File: src/rtl/uv_pipe_sched_pkg.sv
// Shared helpers for the pipelined-datapath scheduler: width math and the assertion macro.
`ifndef UV_PIPE_SCHED_PKG_SV
`define UV_PIPE_SCHED_PKG_SV

// Concurrent check that fires when cond is ever true outside reset.
`define UV_ASSERT_NEVER(clk_s, rst_s, cond, msg) \
   assert property (@(posedge clk_s) disable iff (!(rst_s)) !(cond)) else $error(msg);

package uv_pipe_sched_pkg;

   // Ceiling log2, valid for v >= 1.
   function automatic int unsigned clog2(input int unsigned v);
      int unsigned r;
      r = 0;
      while ((64'(1) << r) < 64'(v)) r++;
      return r;
   endfunction

   // Requester ID width, never narrower than one bit.
   function automatic int unsigned id_width(input int unsigned n);
      return (n <= 1) ? 1 : clog2(n);
   endfunction

endpackage

`endif

File: src/rtl/uv_pipe.sv
// Generic reset-to-zero delay line; STAGE=0 is a straight wire.
module uv_pipe #(
   parameter int unsigned WIDTH = 1,
   parameter int unsigned STAGE = 1
) (
   input  logic             clk,
   input  logic             rst_n,
   input  logic [WIDTH-1:0] i_data,
   output logic [WIDTH-1:0] o_data
);

   generate
      if (STAGE == 0) begin : g_comb
         assign o_data = i_data;
      end else begin : g_reg
         logic [WIDTH-1:0] r_stage [STAGE];

         // Shift the payload one stage per cycle.
         always_ff @(posedge clk or negedge rst_n) begin
            if (!rst_n) begin
               for (int i = 0; i < int'(STAGE); i++) r_stage[i] <= '0;
            end else begin
               r_stage[0] <= i_data;
               for (int i = 1; i < int'(STAGE); i++) r_stage[i] <= r_stage[i-1];
            end
         end

         assign o_data = r_stage[STAGE-1];
      end
   endgenerate

endmodule

File: src/rtl/uv_rr_arb.sv
// Combinational round-robin arbiter: first requester at or after i_ptr, wrapping.
module uv_rr_arb
   import uv_pipe_sched_pkg::*;
#(
   parameter  int unsigned REQ_NUM = 4,
   localparam int unsigned IDX_W   = id_width(REQ_NUM)
) (
   input  logic [REQ_NUM-1:0] i_req,
   input  logic [IDX_W-1:0]   i_ptr,
   input  logic               i_en,
   output logic [REQ_NUM-1:0] o_grant,
   output logic [IDX_W-1:0]   o_idx,
   output logic               o_any
);

   // Search ptr, ptr+1, ... mod REQ_NUM; grant is gated by i_en, index/any are not.
   always_comb begin
      int unsigned j;
      o_grant = '0;
      o_idx   = '0;
      o_any   = 1'b0;
      j       = 0;
      for (int unsigned k = 0; k < REQ_NUM; k++) begin
         j = 32'(i_ptr) + k;
         if (j >= REQ_NUM) j = j - REQ_NUM;
         if (!o_any && i_req[IDX_W'(j)]) begin
            o_any = 1'b1;
            o_idx = IDX_W'(j);
         end
      end
      if (i_en && o_any) o_grant[o_idx] = 1'b1;
   end

endmodule

File: src/rtl/uv_pipe_sched.sv
// Shares one fixed-latency pipelined datapath among REQ_NUM requesters with a
// credit-limited, in-order response FIFO.
module uv_pipe_sched
   import uv_pipe_sched_pkg::*;
#(
   parameter  int unsigned REQ_NUM        = 4,
   parameter  int unsigned DATA_WIDTH     = 32,
   parameter  int unsigned PIPE_STAGE     = 2,
   parameter  int unsigned RSP_FIFO_DEPTH = 4,
   localparam int unsigned ID_W           = id_width(REQ_NUM)
) (
   input  logic                          clk,
   input  logic                          rst_n,
   input  logic [REQ_NUM-1:0]            req_vld,
   output logic [REQ_NUM-1:0]            req_rdy,
   input  logic [REQ_NUM*DATA_WIDTH-1:0] req_data,
   output logic                          dp_in_vld,
   output logic [DATA_WIDTH-1:0]         dp_in_data,
   input  logic [DATA_WIDTH-1:0]         dp_out_data,
   output logic                          rsp_vld,
   input  logic                          rsp_rdy,
   output logic [DATA_WIDTH-1:0]         rsp_data,
   output logic [ID_W-1:0]               rsp_id,
   output logic                          busy
);

   localparam int unsigned AW    = clog2(RSP_FIFO_DEPTH);
   localparam int unsigned CNT_W = AW + 1;
   localparam int unsigned ENT_W = DATA_WIDTH + ID_W;

   logic [ID_W-1:0]  r_ptr;
   logic [CNT_W-1:0] r_outst;
   logic [AW:0]      r_wptr;
   logic [AW:0]      r_rptr;
   logic [ENT_W-1:0] r_mem [RSP_FIFO_DEPTH];

   logic             w_issue_ok;
   logic             w_any;
   logic             w_issue;
   logic [ID_W-1:0]  w_gidx;
   logic [ID_W:0]    w_p_out;
   logic             w_p_vld;
   logic [ID_W-1:0]  w_p_id;
   logic             w_push;
   logic             w_pop;
   logic             w_full;

   // Reset holds off issue so req_rdy/dp_in_vld read zero while rst_n is low.
   assign w_issue_ok = rst_n && (r_outst < CNT_W'(RSP_FIFO_DEPTH));

   uv_rr_arb #(.REQ_NUM(REQ_NUM)) u_arb (
      .i_req   (req_vld),
      .i_ptr   (r_ptr),
      .i_en    (w_issue_ok),
      .o_grant (req_rdy),
      .o_idx   (w_gidx),
      .o_any   (w_any)
   );

   assign w_issue   = w_any & w_issue_ok;
   assign dp_in_vld = w_issue;

   // Select the granted requester's operand.
   always_comb begin
      dp_in_data = '0;
      for (int i = 0; i < int'(REQ_NUM); i++) begin
         if (w_gidx == ID_W'(i)) dp_in_data = req_data[i*DATA_WIDTH +: DATA_WIDTH];
      end
   end

   // {vld,id} travels alongside the external datapath to qualify its result.
   uv_pipe #(.WIDTH(1 + ID_W), .STAGE(PIPE_STAGE)) u_pipe (
      .clk    (clk),
      .rst_n  (rst_n),
      .i_data ({w_issue, w_gidx}),
      .o_data (w_p_out)
   );

   assign w_p_vld = w_p_out[ID_W];
   assign w_p_id  = w_p_out[ID_W-1:0];

   assign w_push  = w_p_vld;
   assign rsp_vld = (r_wptr != r_rptr);
   assign w_pop   = rsp_vld & rsp_rdy;
   assign w_full  = (r_wptr[AW] != r_rptr[AW]) && (r_wptr[AW-1:0] == r_rptr[AW-1:0]);
   assign {rsp_data, rsp_id} = r_mem[r_rptr[AW-1:0]];
   assign busy    = (r_outst != '0);

   // Round-robin pointer advances past the granted requester on issue.
   always_ff @(posedge clk or negedge rst_n) begin
      if (!rst_n) begin
         r_ptr <= '0;
      end else if (w_issue) begin
         r_ptr <= (w_gidx == ID_W'(REQ_NUM - 1)) ? '0 : w_gidx + 1'b1;
      end
   end

   // Outstanding-op credit counter: datapath occupancy plus FIFO entries.
   always_ff @(posedge clk or negedge rst_n) begin
      if (!rst_n) begin
         r_outst <= '0;
      end else begin
         unique case ({w_issue, w_pop})
            2'b10:   r_outst <= r_outst + 1'b1;
            2'b01:   r_outst <= r_outst - 1'b1;
            default: r_outst <= r_outst;
         endcase
      end
   end

   // FIFO pointers with an extra wrap bit for full/empty.
   always_ff @(posedge clk or negedge rst_n) begin
      if (!rst_n) begin
         r_wptr <= '0;
         r_rptr <= '0;
      end else begin
         if (w_push) r_wptr <= r_wptr + 1'b1;
         if (w_pop)  r_rptr <= r_rptr + 1'b1;
      end
   end

   // FIFO storage; contents are don't-care until the write pointer passes them.
   always_ff @(posedge clk) begin
      if (w_push) r_mem[r_wptr[AW-1:0]] <= {dp_out_data, w_p_id};
   end

   `UV_ASSERT_NEVER(clk, rst_n, w_push && w_full, "uv_pipe_sched: response FIFO push while full")

endmodule

File: config.mk
export PLATFORM = sky130hd
export DESIGN_NAME = uv_pipe_sched
export DESIGN_NICKNAME = d
export VERILOG_FILES = /design/src/rtl/uv_pipe_sched_pkg.sv /design/src/rtl/uv_pipe.sv /design/src/rtl/uv_rr_arb.sv /design/src/rtl/uv_pipe_sched.sv
export SDC_FILE = /design/constraint.sdc
export NUM_CORES = 1
export LEC_CHECK = 0
export CORE_MARGIN = 10
export CORE_UTILIZATION = 49
export DETAILED_ROUTE_END_ITERATION = 10
export PLACE_DENSITY = 0.87
export RECOVER_POWER = 100
export SLEW_MARGIN = 5
export SYNTH_ARGS = -nofsm -noshare
export SYNTH_HDL_FRONTEND = slang
export SYNTH_SLANG_ARGS = --single-unit
File: constraint.sdc
create_clock -name clk -period 6 [get_ports clk]
set_input_delay 0.6 -clock clk [delete_from_list [all_inputs] [get_ports clk]]
set_output_delay 0.6 -clock clk [all_outputs]
set_load 0.05 [all_outputs]
==> results.md <==
- Outcome: finished, violations left
- Failing checks: capacitance limit, slew limit
- Final Max Slew Viols: 203
- Ys async rst share: 11.1%
- DRC violations left: 0
- PortBufs: 239
- Min-Delay Path Class: reg2reg
- Netlist cell types: 40
- Avg Vias per Cell: 5.70
- DIE HEIGHT: 138 um
- Post-DP HPWL: 14900 um
- # placed instances: 802
- Mapped cell area: 6800 um^2
- CP endpoint kind: output port
- P_leak: 3.41 nW
- Top post-synthesis cells by area: edfxtp_1, mux4_2, dfrtp_1
- Mapped Nets: 589
- Synth top cells by count: edfxtp_1, mux4_2, nand2_1, nor2b_1, o31ai_1
- Gate count after technology mapping: 411
- Rel. slew slack: -71.6%
- Final Hold Fails: 0
- Clock root buffer master: clkbuf_16
- Yosys Warn Count: 0
- Synth top area share: 60.0%
- Register bit total from synthesis: 153
- Final wirelength: 21000 um
- Die area: 19000 um^2
- Crit path DAT: 4.30 ns
- Num ports: 240
- Post-Place Setup Slack: 1.28 ns
- Multi-input logic area: 2120 um^2
- Dpl cell area: 9340 um^2
- Layout area overhead: 45.5%
- Via count: 4765
- Syn_area_per_cell: 16.5 um^2
- Die X: 138 um
- Worst setup SP type: input pin
- Number of synthesized flops with an enable pin: 136
- Worst EP required: 5.40 ns
- First-pass GRT wire length: 31000 um
- Clock Tree Buf Depth: 2
- Share of cells above drive strength 1: 12.5%
- Sequential cell area: 4510 um^2
- Drt pass-1 iters: 5
- Largest net degree at the start of global routing: 66
- Clock buffer count from CTS: 17
- Final worst path period need: 4.90 ns
- Cts repair resizes: 0
- Cell area after layout: 9890 um^2
- Initial Util: 50.8%
- WL per Instance: 25.2 um
- Worst-path clk slew: 0.06 ns
- Final core occ: 73.8%
- Final period util: 81.7%
- Vias in the first global route: 5214
- Hold-fix buffers, CTS: 0
- Leading register cell type out of synthesis: edfxtp_1
- Max rail drop VDD: 0.000369 V
- Post-CTS Setup Bufs: 0
- FMAX: 204 MHz
- Max cap viols: 6
- Rows: 42
- Clk sinks: 153
- Core box area: 13400 um^2
- WS Path Type: in2out
- Non-Filler Instances: 836
- Iter 0 DRT Violations: 360
- RSZ-0062 raised after global routing: no
- PD cells: 564 nW/um^2
- Fill count: 819
- Initial antenna violation count: 3
- Crit path max fanout: 35
- Clock Latency Late Sink: 0.41 ns
- Grt total ovfl: 0
- Slew of the pin with the lowest slew margin: 2.57 ns
- H-tree levels: 4
- Largest area contributor in the netlist: edfxtp_1
- Sequential area share after synthesis: 66.3%
- # nets final: 823
- Post-route setup slack: 1.10 ns
- GRT Total Usage: 21.9%
- CTS tree: done
- Gpl congestion: 0.880
- Fin Setup TNS: 0 ns
- Final ANT Viol Nets: 0
- Final setup viols: 0
- Most frequent cell after synthesis: edfxtp_1
- Worst Skew: 0.00701 ns
flip-flops by register name, summed over array words and instances (netlist names):
register and count:
r_ptr 2, r_outst 3, r_rptr 3, r_mem 136
u_pipe.g_reg.r_stage 3, u_pipe.o_data 3, r_wptr 3
per-layer routing:
| metal | GRT usage (%) | share of wire (%) |
|---|---|---|
| met1 | 24.7 | 36 |
| met2 | 38.2 | 53 |
| met3 | 7.76 | 9.2 |
| met4 | 6.89 | 2.1 |
| met5 | 0 | 0 |
layout make-up:
type | instances | area share (%)
Clock inverter | 13 | 1.57
Clock buffer | 17 | 4.30
Inverter | 8 | 0.316
Antenna cell | 4 | 0.101
Multi-Input combinational cell | 221 | 21.4
Timing Repair Buffer | 244 | 24.5
Sequential cell | 153 | 45.6
Tap cell | 176 | 2.23
cells in the final DEF (no fill, tap or decap), types with 2 or more instances in the layout:
master / n
bufinv_16: 3
dfrtp_1: 16
clkbuf_1: 2
o31ai_1: 33
clkinvlp_4: 2
and2_2: 4
edfxtp_1: 136
a221oi_1: 31
or3_1: 2
clkdlybuf4s50_1: 135
clkinv_2: 4
a21oi_1: 3
ha_2: 2
xnor2_1: 4
o21ai_0: 3
mux4_2: 34
xor2_1: 5
o22ai_1: 2
mux2_1: 2
nand2_1: 33
ha_1: 8
and2_0: 4
clkbuf_16: 17
diode_2: 4
nor2b_1: 32
dlygate4sd3_1: 104
buf_4: 3
clkinv_4: 2
nor2_1: 3
inv_1: 7
cell families after synthesis:
logic type      share of synthesized area [%]
xor+xnor                                 1.16
mux                                      12.0
fa+ha+maj                                2.13
buf+inv                                  2.30
compound gates                           9.44
flops                                    66.3
simple gates                             6.71
report_power, final:
part / switching, mW / internal, mW
clock network: 0.396 / 0.646
registers: 0.111 / 1.38
logic: 2.00 / 1.05
worst paths after layout:
kind / start / end / slack [ns] / cells past startpoint
max in group asynchronous: rst_n / r_rptr[0]$_DFFE_PN0N_ / 4.73 / 1
min: u_pipe.g_reg.r_stage[3]$_DFF_PN0_ / u_pipe.o_data[0]$_DFF_PN0_ / 0.35 / 0
max: req_vld[1] / dp_in_data[19] / 1.10 / 11
min reg2reg: u_pipe.g_reg.r_stage[3]$_DFF_PN0_ / u_pipe.o_data[0]$_DFF_PN0_ / 0.35 / 0
min in group asynchronous: rst_n / r_ptr[0]$_DFFE_PN0P_ / 0.72 / 1
max reg2reg: r_wptr[0]$_DFFE_PN0P_ / r_mem[0][31]$_DFFE_PP_ / 2.95 / 3
worst max-delay path, cell delays in order:
cell	delay (ns)
dlygate4sd3_1	0.66
and2b_2	0.25
nor3_1	0.36
o22a_2	0.24
ha_1	0.15
buf_4	0.34
nor2b_2	0.07
buf_4	0.25
a221oi_1	0.42
o31ai_1	0.14
dlygate4sd3_1	0.79
through the flow:
stage | hold slack, ns | power (mW)
finish | 0.349 | 5.58
global placement | 0.333 | 4.63
CTS | 0.349 | 5.76
global route | 0.360 | 5.83
floorplan | 0.304 | 3.63
detailed placement | 0.336 | 4.68
Power figures use the tool's default switching activity.
